$ cat config.mk
export PLATFORM = sky130hd
export DESIGN_NAME = axi_burst_mem_slave
export DESIGN_NICKNAME = d
export VERILOG_FILES = /design/src/rtl/axi_burst_mem_slave_pkg.sv /design/src/rtl/axi_addr_gen.sv /design/src/rtl/axi_burst_mem_slave.sv
export SDC_FILE = /design/constraint.sdc
export NUM_CORES = 2
export LEC_CHECK = 0
export CAP_MARGIN = 10
export CORE_AREA = 2 2 420 422
export DETAILED_ROUTE_END_ITERATION = 8
export DIE_AREA = 0 0 422 424
export PLACE_DENSITY_LB_ADDON = 0.15
export SETUP_SLACK_MARGIN = 0.2
export SLEW_MARGIN = 20
export SYNTH_ARGS = -nofsm -noshare
export SYNTH_HDL_FRONTEND = slang
export SYNTH_SLANG_ARGS = --single-unit
$ cat constraint.sdc
create_clock -name clk -period 2.6 [get_ports clk]
set_clock_uncertainty 0.1 [all_clocks]
set_input_delay 0.39 -clock clk [delete_from_list [all_inputs] [get_ports clk]]
set_output_delay 0.39 -clock clk [all_outputs]
set_load 0.005 [all_outputs]
$ cat src/rtl/axi_burst_mem_slave_pkg.sv
// Shared types and constants for the AXI-style burst memory slave.
// Burst/response encodings plus the per-channel FSM state types.
package axi_burst_mem_slave_pkg;

  localparam logic [1:0] BURST_FIXED = 2'b00;
  localparam logic [1:0] BURST_INCR  = 2'b01;
  localparam logic [1:0] BURST_WRAP  = 2'b10;

  localparam logic [1:0] RESP_OKAY   = 2'b00;
  localparam logic [1:0] RESP_SLVERR = 2'b10;

  typedef enum logic [1:0] {
    W_IDLE,
    W_DATA,
    W_RESP
  } w_state_e;

  typedef enum logic {
    R_IDLE,
    R_DATA
  } r_state_e;

  function automatic logic [1:0] resp_of(input logic err);
    return err ? RESP_SLVERR : RESP_OKAY;
  endfunction

endpackage

$ cat src/rtl/axi_addr_gen.sv
// Next-beat address for FIXED/INCR/WRAP bursts plus range check.
// An illegal WRAP length falls back to INCR and is flagged.
module axi_addr_gen
  import axi_burst_mem_slave_pkg::*;
#(
  parameter int AW    = 8,
  parameter int LENW  = 4,
  parameter int DEPTH = 256
) (
  input  logic [AW-1:0]   addr,
  input  logic [LENW-1:0] len,
  input  logic [1:0]      burst,
  output logic [AW-1:0]   next_addr,
  output logic            in_range,
  output logic            wrap_bad
);

  localparam logic [AW:0] DEPTH_W = (AW+1)'(DEPTH);

  logic          legal;
  logic [AW-1:0] mask;
  logic [AW-1:0] inc;

  always_comb begin
    legal = (len == LENW'(1)) || (len == LENW'(3)) ||
            (len == LENW'(7)) || (len == LENW'(15));
    wrap_bad = (burst == BURST_WRAP) && !legal;
    mask = AW'(len);
    inc = addr + AW'(1);
    in_range = {1'b0, addr} < DEPTH_W;
    next_addr = inc;
    if (burst == BURST_FIXED) begin
      next_addr = addr;
    end else if (burst == BURST_WRAP && legal) begin
      next_addr = (addr & ~mask) | (inc & mask);
    end
  end

endmodule

$ cat src/rtl/axi_burst_mem_slave.sv
// Burst memory slave: independent write (AW/W/B) and read (AR/R) FSMs.
// DEPTH must not exceed 2**AW.
module axi_burst_mem_slave
  import axi_burst_mem_slave_pkg::*;
#(
  parameter int DW    = 8,
  parameter int AW    = 8,
  parameter int IDW   = 4,
  parameter int LENW  = 4,
  parameter int DEPTH = 256
) (
  input  logic            clk,
  input  logic            rst,
  input  logic            AWVALID,
  output logic            AWREADY,
  input  logic [AW-1:0]   AWADDR,
  input  logic [LENW-1:0] AWLEN,
  input  logic [IDW-1:0]  AWID,
  input  logic [1:0]      AWBURST,
  input  logic            WVALID,
  output logic            WREADY,
  input  logic [DW-1:0]   WDATA,
  input  logic [DW/8-1:0] WSTRB,
  input  logic            WLAST,
  output logic            BVALID,
  input  logic            BREADY,
  output logic [IDW-1:0]  BID,
  output logic [1:0]      BRESP,
  input  logic            ARVALID,
  output logic            ARREADY,
  input  logic [AW-1:0]   ARADDR,
  input  logic [LENW-1:0] ARLEN,
  input  logic [IDW-1:0]  ARID,
  input  logic [1:0]      ARBURST,
  output logic            RVALID,
  input  logic            RREADY,
  output logic [DW-1:0]   RDATA,
  output logic [IDW-1:0]  RID,
  output logic [1:0]      RRESP,
  output logic            RLAST
);

  localparam int NB = DW / 8;
  localparam int IW = (DEPTH > 1) ? $clog2(DEPTH) : 1;

  logic [DW-1:0] mem [DEPTH];

  w_state_e        w_state, w_nxt;
  logic [AW-1:0]   w_addr;
  logic [LENW-1:0] w_len;
  logic [LENW-1:0] w_cnt;
  logic [IDW-1:0]  w_id;
  logic [1:0]      w_burst;
  logic            w_err;
  logic [AW-1:0]   w_next;
  logic            w_ok;
  logic            w_wbad;
  logic            w_beat;
  logic            w_end;

  axi_addr_gen #(.AW(AW), .LENW(LENW), .DEPTH(DEPTH)) u_wgen (
    .addr      (w_addr),
    .len       (w_len),
    .burst     (w_burst),
    .next_addr (w_next),
    .in_range  (w_ok),
    .wrap_bad  (w_wbad)
  );

  assign AWREADY = (w_state == W_IDLE);
  assign WREADY  = (w_state == W_DATA);
  assign BVALID  = (w_state == W_RESP);
  assign BID     = w_id;
  assign BRESP   = BVALID ? resp_of(w_err | w_wbad) : RESP_OKAY;
  assign w_beat  = WREADY && WVALID;
  assign w_end   = (w_cnt == w_len);

  always_ff @(posedge clk) begin
    if (rst) w_state <= W_IDLE;
    else     w_state <= w_nxt;
  end

  always_comb begin
    w_nxt = w_state;
    unique case (w_state)
      W_IDLE: if (AWVALID) w_nxt = W_DATA;
      W_DATA: if (w_beat && w_end) w_nxt = W_RESP;
      W_RESP: if (BREADY) w_nxt = W_IDLE;
      default: w_nxt = W_IDLE;
    endcase
  end

  always_ff @(posedge clk) begin
    if (rst) begin
      w_addr  <= '0;
      w_len   <= '0;
      w_cnt   <= '0;
      w_id    <= '0;
      w_burst <= BURST_FIXED;
      w_err   <= 1'b0;
    end else if (AWREADY && AWVALID) begin
      w_addr  <= AWADDR;
      w_len   <= AWLEN;
      w_cnt   <= '0;
      w_id    <= AWID;
      w_burst <= AWBURST;
      w_err   <= 1'b0;
    end else if (w_beat) begin
      w_addr <= w_next;
      if (!w_end) w_cnt <= w_cnt + LENW'(1);
      w_err <= w_err | !w_ok | (WLAST != w_end);
    end
  end

  // Single write port; out-of-range beats and reset cycles never touch memory.
  always_ff @(posedge clk) begin
    if (!rst && w_beat && w_ok) begin
      for (int b = 0; b < NB; b++) begin
        if (WSTRB[b]) mem[w_addr[IW-1:0]][b*8 +: 8] <= WDATA[b*8 +: 8];
      end
    end
  end

  r_state_e        r_state, r_nxt;
  logic [AW-1:0]   r_addr;
  logic [LENW-1:0] r_len;
  logic [LENW-1:0] r_cnt;
  logic [IDW-1:0]  r_id;
  logic [1:0]      r_burst;
  logic [DW-1:0]   r_data;
  logic [1:0]      r_resp;
  logic            r_last;
  logic            r_idle;
  logic            r_hs;
  logic            r_done;
  logic [AW-1:0]   g_addr;
  logic [LENW-1:0] g_len;
  logic [1:0]      g_burst;
  logic [AW-1:0]   g_next;
  logic            g_ok;
  logic            g_wbad;
  logic [DW-1:0]   g_word;

  assign r_idle  = (r_state == R_IDLE);
  assign ARREADY = r_idle;
  assign RVALID  = (r_state == R_DATA);
  assign RDATA   = r_data;
  assign RRESP   = r_resp;
  assign RLAST   = r_last;
  assign RID     = r_id;
  assign r_hs    = RVALID && RREADY;
  assign r_done  = (r_cnt == r_len);

  // In idle the generator looks at the AR request so beat 0 loads at handshake.
  assign g_addr  = r_idle ? ARADDR  : r_addr;
  assign g_len   = r_idle ? ARLEN   : r_len;
  assign g_burst = r_idle ? ARBURST : r_burst;
  assign g_word  = g_ok ? mem[g_addr[IW-1:0]] : '0;

  axi_addr_gen #(.AW(AW), .LENW(LENW), .DEPTH(DEPTH)) u_rgen (
    .addr      (g_addr),
    .len       (g_len),
    .burst     (g_burst),
    .next_addr (g_next),
    .in_range  (g_ok),
    .wrap_bad  (g_wbad)
  );

  always_ff @(posedge clk) begin
    if (rst) r_state <= R_IDLE;
    else     r_state <= r_nxt;
  end

  always_comb begin
    r_nxt = r_state;
    unique case (r_state)
      R_IDLE: if (ARVALID) r_nxt = R_DATA;
      R_DATA: if (r_hs && r_done) r_nxt = R_IDLE;
      default: r_nxt = R_IDLE;
    endcase
  end

  always_ff @(posedge clk) begin
    if (rst) begin
      r_addr  <= '0;
      r_len   <= '0;
      r_cnt   <= '0;
      r_id    <= '0;
      r_burst <= BURST_FIXED;
      r_data  <= '0;
      r_resp  <= RESP_OKAY;
      r_last  <= 1'b0;
    end else if (r_idle && ARVALID) begin
      r_addr  <= g_next;
      r_len   <= ARLEN;
      r_cnt   <= '0;
      r_id    <= ARID;
      r_burst <= ARBURST;
      r_data  <= g_word;
      r_resp  <= resp_of(!g_ok | g_wbad);
      r_last  <= (ARLEN == '0);
    end else if (r_hs && !r_done) begin
      r_addr <= g_next;
      r_cnt  <= r_cnt + LENW'(1);
      r_data <= g_word;
      r_resp <= resp_of(!g_ok | g_wbad);
      r_last <= ((r_cnt + LENW'(1)) == r_len);
    end else if (r_hs) begin
      r_last <= 1'b0;
    end
  end

endmodule
==> flow_metrics.tcl <==
set metrics [dict create \
    status "complete, but fails checks" \
    violations "negative setup slack" \
    hpwl_mm 226 \
    antenna_found_initial 12 \
    cts_root_buf "clkbuf_16" \
    dieArea_um2 179000 \
    area_growth_pct 31.0 \
    r2r_start "RVALID" \
    crit_required_ns 3.25 \
    worstPathMaxFanout 13 \
    power_leakage_nw 39.1 \
    grt_pass1_vias 62440 \
    fin_setup_tns_ns -8.52 \
    yosysSeqAreaShare 0.722 \
    worst-path-stages 14 \
    synth_ff_type "edfxtp_1" \
    clk_pin_slew_worst_paths_ns 0.06 \
    finalSetupViolCount 169 \
    hp-class "in2reg" \
    vias_per_cell 6.43 \
    coreArea_um2 175000 \
    fp.dieW_um 422 \
    ys_types 91 \
    yosys.area.top_type "edfxtp_1" \
    power_density_nw_per_um2 725 \
    cp-end-kind "flop" \
    detail_route.drc_violations 0 \
    startpoint_type "flop" \
    antenna_left 0 \
    synthTopCellsByArea "edfxtp_1, nand2_1, a21oi_1" \
    min_period_ns 3.44 \
    crit_family "buffers and inverters" \
    crit_end "RDATA[4]" \
    yosysTopAreaCellShare 0.709 \
    startpoint "RVALID" \
    wl_per_cell_um 33.0 \
    clock_path_buffers 3 \
    multi_input_area_um2 24800 \
    synth_common_cells "edfxtp_1, nand2_1, nor2_1, a21oi_1, o21ai_0" \
    r2r_cells 14 \
    die_h_um 424 \
    port_buffers 76 \
    drt-total-wl_mm 344 \
    num_rows 154 \
    yosysMostFrequentCell "edfxtp_1" \
    vdd_ir_drop_max_mv 0.708 \
    clock.fmax_mhz 291 \
    synth_edf_count 2048 \
    grt_max_degree 76 \
    syn_avg_cell_area_um2 13.1 \
    initial_core_util 0.496 \
    crit_chain "buf_4, buf_12, mux2i_4, buf_12, nor2_2, buf_4, nand2_1, o22ai_1, a311oi_2, o21ai_0, buf_4, nand4_1, o311ai_4, a311oi_2" \
    drive_above_1_share 0.281 \
    drtIter0Drc 9930 \
    ys_ff_latch 2106 \
    rr_endpoint "RDATA[4]" \
    fin_crit_sh 1.32 \
    maxCapViolCount 0 \
    rrSetupSlack_ns -0.84 \
    hold_viol 0 \
    rsz0062_at_grt "true" \
    path_buf_inv 5 \
    cp.arrival_ns 4.09 \
    fin_ws_ns -0.841 \
    insertion_delay_ns 0.89 \
    gp_congestion 1.01 \
    synth_warnings 0 \
    via_count 67001 \
    htreeDepth 4 \
    fill_cells 12854 \
    track_usage 0.371 \
    critical_path_class "reg2reg" \
    crit_slowest_cell "dfxtp_4" \
    ioPinCount 79 \
    cpPeakStageDelay_ns 0.39 \
    fin_nets 7937 \
    register_area_um2 62700 \
    slew_violations 0 \
    cts_tree "done" \
    slew_headroom 0.378 \
    numCtsBuffers 215 \
    cp_common_cell "buf_4" \
    async_flop_share 0 \
    worstMarginPinSlew_ns 0.934 \
    clock_sinks 2106 \
    postLayoutCoreUtil 0.650 \
    grt_pass1_wl_mm 471 \
    firstDrtPassIters 6 \
    overflow 0 \
    syn_inst 6603 \
    synth_area_um2 86800 \
]
==> worst min path at each step <==
stage / from / end / slack [ns] / cells after the start
3_3_place_gp: RID[1] / RID[1] / 0.34 / 2
2_1_floorplan: r_addr[6] / r_addr[6] / 0.34 / 2
6_report: AWADDR[7] / w_addr[7] / 0.05 / 3
3_5_place_dp: BID[3] / BID[3] / 0.35 / 2
5_1_grt: WDATA[4] / mem[223][4] / 0.06 / 1
4_1_cts: ARBURST[0] / r_burst[0] / 0.01 / 3
==> cell families (layout without fill, tap and decap cells) <==
family / Yosys count / in the layout / share of synthesized area
AO/OA/AOI/OAI: 1762 / 1762 / 0.133
flip-flops: 2106 / 2106 / 0.722
multiplexers: 86 / 86 / 0.0109
AND/OR/NAND/NOR: 2102 / 2102 / 0.102
other: 1 / 6 / 0.0000432
buffers and inverters: 510 / 1974 / 0.0285
adder cells (fa/ha/maj): 7 / 7 / 0.00101
XOR/XNOR: 29 / 29 / 0.00293
==> sequential cells by signal, summed over array words and instances, names as in the netlist, named ones only <==
signal / count
BID: 4
RDATA: 8
RID: 4
RLAST: 1
RRESP: 1
RVALID: 1
mem: 2048
r_addr: 8
r_burst: 2
r_cnt: 4
r_len: 4
w_addr: 5
w_burst: 2
w_cnt: 4
w_err: 1
w_len: 4
w_state: 2
==> worst reg2reg max path, cell delays in order, from the launching register on <==
cell      delay (ns)
dfxtp_4         0.39
buf_4           0.16
buf_12          0.15
mux2i_4         0.20
buf_12          0.19
nor2_2          0.40
buf_4           0.37
nand2_1         0.11
o22ai_1         0.23
a311oi_2        0.08
o21ai_0         0.11
buf_4           0.18
nand4_1         0.21
o311ai_4        0.32
a311oi_2        0.12
==> timing repair <==
| action | CTS | global route |
|---|---|---|
| endpoints found under the setup margin | 2078 | 2076 |
| hold buffers | 30 | 0 |
| setup buffers | 49 | 61 |
| gates cloned | 13 | 14 |
| pin swaps | 75 | 86 |
| endpoints found under the hold margin | 187 | 0 |
| resized for setup | 357 | 359 |
==> power breakdown <==
part           total [W]  switching (W)  internal (W)
clock             0.0313         0.0137        0.0177
sequential        0.0374       0.000161        0.0373
combinational     0.0136        0.00868       0.00492
==> metrics by stage <==
step	total power, W	instances	area [um^2]	hold WS [ns]	setup slack, ns
4_1_cts	0.0812	10333	111000	0.0119	-0.785
3_5_place_dp	0.0498	9833	101000	0.352	-1.77
5_1_grt	0.0840	10410	114000	0.0580	-0.901
3_3_place_gp	0.0497	9833	101000	0.342	-2.02
2_1_floorplan	0.0429	6604	87900	0.341	-0.146
6_report	0.0824	10412	114000	0.0531	-0.841
==> metal layers <==
metal | vias up | track usage | wire length [um]
li1 | 27955 | - | -
met1 | 33631 | 0.503 | 128000
met2 | 4571 | 0.555 | 150000
met3 | 832 | 0.0965 | 43800
met4 | 12 | 0.193 | 21400
met5 | - | 0 | 80
==> placed cells by master, fill, tap and decap left out, types with 60 or more instances in the layout <==
| cell | netlist | final |
|---|---|---|
| clkbuf_16 | 0 | 229 |
| nor2_4 | 2 | 163 |
| nand2_1 | 1009 | 970 |
| nor2_1 | 582 | 398 |
| buf_6 | 13 | 137 |
| clkdlybuf4s50_1 | 0 | 63 |
| nor3_1 | 77 | 62 |
| a211oi_1 | 106 | 93 |
| edfxtp_1 | 2048 | 2048 |
| o211ai_1 | 145 | 145 |
| o21ai_0 | 355 | 324 |
| o221ai_1 | 69 | 60 |
| nand3_1 | 250 | 238 |
| buf_12 | 0 | 214 |
| a31oi_1 | 131 | 117 |
| buf_4 | 42 | 1013 |
| a21oi_1 | 466 | 442 |
| clkinv_2 | 0 | 60 |
==> area by class of cell <==
class / count / area share
Antenna cell: 4 / 0.0000880
Clock buffer: 246 / 0.0484
Clock inverter: 162 / 0.0142
Inverter: 28 / 0.00128
Multi-Input combinational cell: 3988 / 0.218
Sequential cell: 2106 / 0.551
Tap cell: 2340 / 0.0258
Timing Repair Buffer: 1537 / 0.141
Timing Repair inverter: 1 / 0.0000770
(Power assumes the default switching activity.)
